==> config.mk <==
export PLATFORM = sky130hd
export DESIGN_NAME = cast_sum_sink
export DESIGN_NICKNAME = d
export VERILOG_FILES = /design/src/rtl/cast_sum_sink.sv
export SDC_FILE = /design/constraint.sdc
export NUM_CORES = 1
export LEC_CHECK = 0
export BUFFER_PORTS_ARGS = -buffer_cell sky130_fd_sc_hd__buf_2
export CORE_MARGIN = 4
export CORE_UTILIZATION = 45
export CTS_BUF_LIST = sky130_fd_sc_hd__clkbuf_16
export CTS_CLUSTER_SIZE = 14
export DETAILED_ROUTE_END_ITERATION = 10
export PLACE_DENSITY = 0.75
export SYNTH_ARGS = -nofsm -noshare
export SYNTH_HDL_FRONTEND = slang
export SYNTH_SLANG_ARGS = --single-unit
==> constraint.sdc <==
create_clock -name clk -period 3.7 [get_ports clk]
set_input_delay 0.185 -clock clk [delete_from_list [all_inputs] [get_ports clk]]
set_output_delay 0.185 -clock clk [all_outputs]
set_load 0.1 [all_outputs]
==> src/rtl/cast_sum_sink.sv <==
// Stream sink that checks each word against the all-ones constant and
// reports per-frame match/mismatch counts, a wrapping sum and pass/fail.
//
// state  | meaning
// IDLE   | waiting for the first word of a frame
// RECV   | inside a frame, accepting words until in_last
// REPORT | frame complete, results frozen until clear
module cast_sum_sink #(
  parameter int P     = 1,
  parameter int CNT_W = 8,
  parameter int ACC_W = 8
) (
  input  logic             clk,
  input  logic             rst,
  input  logic             in_valid,
  input  logic [P+1:0]     in_data,
  input  logic             in_last,
  output logic             in_ready,
  input  logic             clear,
  output logic [CNT_W-1:0] match_cnt,
  output logic [CNT_W-1:0] mismatch_cnt,
  output logic [ACC_W-1:0] acc,
  output logic             done,
  output logic             pass
);

  localparam int W = P + 2;
  localparam logic [W-1:0]     EXP     = '1;
  localparam logic [CNT_W-1:0] CNT_MAX = '1;

  typedef enum logic [1:0] {IDLE, RECV, REPORT} state_t;

  state_t           state;
  logic             xfer;
  logic             is_match;
  logic [CNT_W-1:0] match_nxt;
  logic [CNT_W-1:0] mismatch_nxt;
  logic [ACC_W-1:0] acc_nxt;

  assign in_ready = (state != REPORT);
  assign xfer     = in_valid && in_ready;
  assign is_match = (in_data == EXP);
  assign acc_nxt  = acc + ACC_W'(in_data);

  // Saturating counters: only the counter selected by this word moves.
  always_comb begin
    match_nxt    = match_cnt;
    mismatch_nxt = mismatch_cnt;
    if (is_match) begin
      if (match_cnt != CNT_MAX) match_nxt = match_cnt + CNT_W'(1);
    end else begin
      if (mismatch_cnt != CNT_MAX) mismatch_nxt = mismatch_cnt + CNT_W'(1);
    end
  end

  always_ff @(posedge clk) begin
    if (rst) begin
      state        <= IDLE;
      match_cnt    <= '0;
      mismatch_cnt <= '0;
      acc          <= '0;
      done         <= 1'b0;
      pass         <= 1'b0;
    end else begin
      case (state)
        IDLE, RECV: begin
          if (xfer) begin
            match_cnt    <= match_nxt;
            mismatch_cnt <= mismatch_nxt;
            acc          <= acc_nxt;
            if (in_last) begin
              // Verdict uses the counts that already include the last word.
              state <= REPORT;
              done  <= 1'b1;
              pass  <= (mismatch_nxt == '0) && (match_nxt != '0);
            end else begin
              state <= RECV;
            end
          end
        end
        REPORT: begin
          if (clear) begin
            state        <= IDLE;
            match_cnt    <= '0;
            mismatch_cnt <= '0;
            acc          <= '0;
            done         <= 1'b0;
            pass         <= 1'b0;
          end
        end
        default: state <= IDLE;
      endcase
    end
  end

endmodule

# [After elaboration in Yosys (flattened, before gate mapping)]
# Index checks and enable logic that the tools add are counted.
[word_totals] reg_bits=28 output_inout_bits=27 wordCells=50
[classes] add_sub_neg=3 n_eq_ne=9 n_mux=22 reduce_logical=10
[ops] cell="2-to-1 mux 8 bit" count=8
[ops] cell="case mux 8 bit (2 select lines)" count=3
[ops] cell="adder 8 x 1 -> 8 bit (second input constant)" count=2
[ops] cell="!= test 8 bit (second input constant)" count=2
[ops] cell="adder 8 x 3 -> 8 bit" count=1
[ops] cell="logical NOT 8 bit" count=1
[ops] cell="!= test 2 bit (second input constant)" count=4
[ops] cell="nonzero test 8 bit" count=1
[ops] cell="2-to-1 mux 2 bit" count=3
[ops] cell="2-to-1 mux 1 bit" count=5
[ops] cell="case mux 1 bit (2 select lines)" count=2
[ops] cell="case mux 2 bit (2 select lines)" count=1
[ops] cell="AND reduction 4 bit" count=1
[ops] cell="== test 3 bit (second input constant)" count=1
[ops] cell="AND reduction 3 bit" count=1
[ops] cell="== test 2 x 1 -> 1 bit (second input constant)" count=1
[ops] cell="== test 2 bit (second input constant)" count=1
[ops] cell="logical AND 1 bit" count=2
[ops] cell="logical NOT 2 bit" count=1
[ops] cell="AND reduction 2 bit" count=1
[ops] cell="nonzero test 2 bit" count=1
[ops] cell="OR reduction 2 bit" count=1

# [Logic depth before layout (Yosys ltp)]
[depth] depth_word=8 mapped_depth=7 ltp_nobuf=7

# [Worst setup path before layout]
# Ideal clock, no wire load.
[synth_path] path_type="register to register" start="register match_cnt[4]" end="register pass" setup_time_ns=0.132 arrival_time_ns=2.405 slack_ns=1.163 path_stages_with_launch=7 n_path_buf=1 period_less_slack_ns=2.537 path_cell_list="dfxtp_1 -> buf_2 -> nand3_1 -> nor4_1 -> mux2_2 -> nor4_1 -> a221oi_2"
[synth_between] elab_chain_cells=8 word_cells_on_any_way=9
[synth_rtl] element="start: declaration" line="20" rtl="output logic [CNT_W-1:0] match_cnt,"
[synth_rtl] element="start signal: assignment" line="68" rtl="match_cnt <= match_nxt;"
[synth_rtl] element="adder 8 x 1 -> 8 bit or != test 8 bit (tied branches)" line="50" rtl="if (match_cnt != CNT_MAX) match_nxt = match_cnt + CNT_W'(1);"
[synth_rtl] element="2-to-1 mux 8 bit" line="50"
[synth_rtl] element="2-to-1 mux 8 bit (*)" line="49" rtl="if (is_match) begin"
[synth_rtl] element="nonzero test 8 bit (*)" line="75" rtl="pass <= (mismatch_nxt == '0) && (match_nxt != '0);"
[synth_rtl] element="logical AND 1 bit (*)" line="75"
[synth_rtl] element="2-to-1 mux 1 bit (*)" line="71" rtl="if (in_last) begin"
[synth_rtl] element="2-to-1 mux 1 bit (*)" line="67" rtl="if (xfer) begin"
[synth_rtl] element="case mux 1 bit (2 select lines) (*)" line="65" rtl="case (state)"
[synth_rtl] element="end signal: assignment" line="75"
[synth_rtl] element="end: declaration" line="24" rtl="output logic pass"
# Every way passes the cells marked *; elsewhere a longest branch is shown, timed or not. The select of a mux whose other input is x is not followed.
# A chain may end at the register's enable or synchronous reset.

# [Worst setup path in the final report]
[layout_path] start="register state[1]" end="register acc[5]"
[layout_between] elab_chain_cells=4 word_cells_on_any_way=11
[layout_rtl] element="start: declaration" line="33" rtl="state_t state;"
[layout_rtl] element="start signal: assignment" line="58" rtl="state <= IDLE;"
[layout_rtl] element="start signal: assignment" line="73" rtl="state <= REPORT;"
[layout_rtl] element="start signal: assignment" line="77" rtl="state <= RECV;"
[layout_rtl] element="== test 2 x 1 -> 1 bit (tied with other cells)" line="65"
[layout_rtl] element="OR reduction 2 bit or logical AND 1 bit (tied branches)" line="65, 41"
[layout_rtl] element="!= test 2 bit (no line) or nonzero test 2 bit (tied branches)"
[layout_rtl] element="AND reduction 3 bit (no line)"
[layout_rtl] element="end signal: assignment" line="70" rtl="acc <= acc_nxt;"
[layout_rtl] element="end: declaration" line="22" rtl="output logic [ACC_W-1:0] acc,"
# Several ways; a longest one is shown, not always the timed one.

==> out/metrics.yaml <==
status:
  status: "finished clean"
die:
  initial_core_util: 0.4661
  io_pins: 35
  rows: 22
  die_area_mm2: 0.004873
  die_h_um: 69.81
  dieWidth_um: 69.81
  coreArea_mm2: 0.003689
drt:
  first_pass_iters: 4
  vias: 1741
  drtIter0Drc: 80
  ant_nets: 0
  via_per_inst: 5.983
  avgRoutedWirePerCell_um: 14.62
  drc: 0
  routed_wl_um: 4253
grt:
  grt_pass1_wl_um: 7182
  grt_antenna_before_repair: 0
  grt.overflow.total: 0
  grt_max_degree: 25
  grt_pass1_vias: 1537
  grtUsageTotal: 0.1738
place:
  dpl.cell_count: 287
  port_buffers: 34
  place_area_mm2: 0.001897
  gp_congestion: 0.9431
  dp_hpwl_um: 2917
sta:
  setup-tns-final_ns: 0
  tightest_slew_ns: 0.7297
  fin_skew_ns: 0.002811
  relSlewSlack: 0.5135
  hold_viol_final: 0
  grt_setup_unrepaired: "false"
  fmax_mhz: 500.7
  min_period_ns: 1.997
  setup-violations-final: 0
  min_period_over_period: 0.5398
  holdWs_ns: 0.1549
  slew_violations: 0
clocking:
  htreeDepth: 1
  clkTransAtPathRegs_ns: 0.07
  root_buffer: "clkbuf_16"
  clock-sinks: 28
  post_cts_buffers: 0
  clockBufferDepth: 2
  cts_buffers: 3
  clock_latency_ns: 0.26
  cts_hold_buf: 0
  cts_tree: "yes"
  cts_resized: 0
pwr:
  swShare: 0.3086
  combPwrFrac: 0.198
  p_int_uw: 489.2
  switching_power_uw: 218.3
  power.density_mw_per_mm2: 358.1
  peakVddDrop_v: 0.0002139
  power_frac_seq: 0.450
  pwr-share-clk: 0.352
  p_leak_nw: 0.7779
  power_uw: 707.6
synthesis:
  ys_ff_latch: 28
  synth_nets: 230
  synth_ff_type: "dfxtp_1"
  seq_area_frac_synth: 0.3261
  synth-async-reset-ratio: 0
  syn_avg_cell_area_um2: 7.959
  synth_edf_count: 0
  syn-cell-area_mm2: 0.001719
  ys.warnings.count: 0
  synthCells: 216
  synth_cell_types: 51
hold_path:
  hp-class: "in2reg"
  worstHoldStart: "in_last"
  whs_endpoint: "state[0]$_SDFFE_PP0P_"
  whs_path_depth: 2
critical_path:
  r2r_cells: 5
  path_buf_inv: 0
  worst_ep_arrival_time_ns: 2.15
  cp_slowest_cell: "and2_1"
  timing.rr.end: "acc[5]$_SDFFE_PP0P_"
  cp-start-kind: "flop"
  critPathTopFamily: "simple AND/OR/NAND/NOR gates"
  cp.required_ns: 3.85
  crit_type: "reg2reg"
  timing.critical_path.fanout_max: 18
  ff2ff_setup_slack_ns: 1.70
  end_kind: "flop"
  reg2reg_from: "state[1]$_SDFFE_PP0P_"
  cp_cell_sequence: "nand2b_1 > and2_1 > nor3_1 > xnor2_1 > nor2_1"
  max_stage_delay_ns: 0.67
cells_and_area:
  area_growth_pct: 14.92
  final_cell_mix: "buf_2, dfxtp_1, nor2_1, a21oi_1"
  multi_input_area_mm2: 0.001076
  nets: 258
  mostFrequentLayoutCell: "buf_2"
  drive_gt1_frac: 0.1811
  fin_area_mm2: 0.001976
  seq_area_um2: 560.5
  final_cells: 291
  diodes: 0
  nFillCells: 372
run:
  drv_cap: 0
cell families after synthesis:
| family | after synthesis | synth area share |
|---|---|---|
| adders and majority gates | 6 | 0.04804 |
| muxes | 4 | 0.02402 |
| AOI/OAI and AO/OA | 64 | 0.2482 |
| DFF | 28 | 0.3261 |
| and+or+nand+nor | 91 | 0.2802 |
| buffers and inverters | 18 | 0.04803 |
| xor gates and xnor gates | 5 | 0.02548 |
worst max-delay path by stage:
| stage | startpoint | to | slack, ns | cells past startpoint |
|---|---|---|---|---|
| global placement | in_data[0] | pass$_SDFFE_PP0P_ | 1.70 | 6 |
| floorplan | match_cnt[4]$_SDFFE_PP0P_ | pass$_SDFFE_PP0P_ | 1.16 | 6 |
| finish | state[1]$_SDFFE_PP0P_ | acc[5]$_SDFFE_PP0P_ | 1.70 | 5 |
| CTS | state[1]$_SDFFE_PP0P_ | acc[5]$_SDFFE_PP0P_ | 1.75 | 5 |
| detailed placement | in_data[0] | pass$_SDFFE_PP0P_ | 1.62 | 6 |
| global route | state[1]$_SDFFE_PP0P_ | acc[7]$_SDFFE_PP0P_ | 1.53 | 5 |
final cells by class:
class / instances / share of cell area
Clock buffer: 3 / 0.03800
Clock inverter: 1 / 0.001900
Inverter: 6 / 0.01140
Multi-Input combinational cell: 170 / 0.5446
Sequential cell: 28 / 0.2837
Tap cell: 48 / 0.03040
Timing Repair Buffer: 35 / 0.08993
cell usage after synthesis (all sizes together) (2+ instances only):
cell type / instances / area, um2
nand3: 13 / 70.07
mux2i: 3 / 30.03
nand4: 6 / 37.54
o211ai: 4 / 30.03
a21o: 3 / 22.52
o21ai: 10 / 50.05
a41oi: 2 / 17.52
and3: 3 / 18.77
a31oi: 3 / 18.77
o2111ai: 2 / 17.52
a22oi: 5 / 37.54
buf: 6 / 37.53
o21a: 2 / 15.01
nor2: 23 / 86.33
and2: 3 / 18.77
nand2: 10 / 37.54
inv: 6 / 22.52
nor3: 12 / 60.06
xnor2: 3 / 26.28
dfxtp: 28 / 560.5
or3: 3 / 18.77
ha: 5 / 62.56
a21oi: 21 / 105.1
a311oi: 2 / 17.52
nor2b: 3 / 18.77
xor2: 2 / 17.52
nor4: 4 / 31.28
o2111a: 2 / 22.52
clkbuf: 6 / 22.52
nand2b: 5 / 31.28
metrics by stage:
| step | util | setup slack [ns] |
|---|---|---|
| after floorplan | - | 1.163 |
| after global placement | 0.5142 | 1.699 |
| after detailed placement | 0.5142 | 1.620 |
| after CTS | 0.5356 | 1.746 |
| after global routing | 0.5356 | 1.532 |
| final | 0.5356 | 1.703 |
sequential cells by signal, indices dropped and copies added (netlist names):
| register | flops |
|---|---|
| match_cnt | 8 |
| acc | 8 |
| pass | 1 |
| mismatch_cnt | 8 |
| done | 1 |
| state | 2 |
power by group through the flow:
stage / logic [mW] / clock network (mW) / registers [mW]
floorplan: 0.0647 / 0 / 0.372
global placement: 0.138 / 0 / 0.325
detailed placement: 0.139 / 0 / 0.325
CTS: 0.140 / 0.254 / 0.318
global route: 0.152 / 0.264 / 0.320
finish: 0.140 / 0.249 / 0.318
per-layer routing:
| metal | track usage | vias to the layer above | share of wire |
|---|---|---|---|
| li1 | - | 868 | - |
| met1 | 0.2416 | 817 | 0.48 |
| met2 | 0.2760 | 49 | 0.46 |
| met3 | 0.03333 | 7 | 0.052 |
| met4 | 0.04255 | 0 | 0.012 |
| met5 | 0 | - | 0 |
Power figures use the tool's default switching activity.
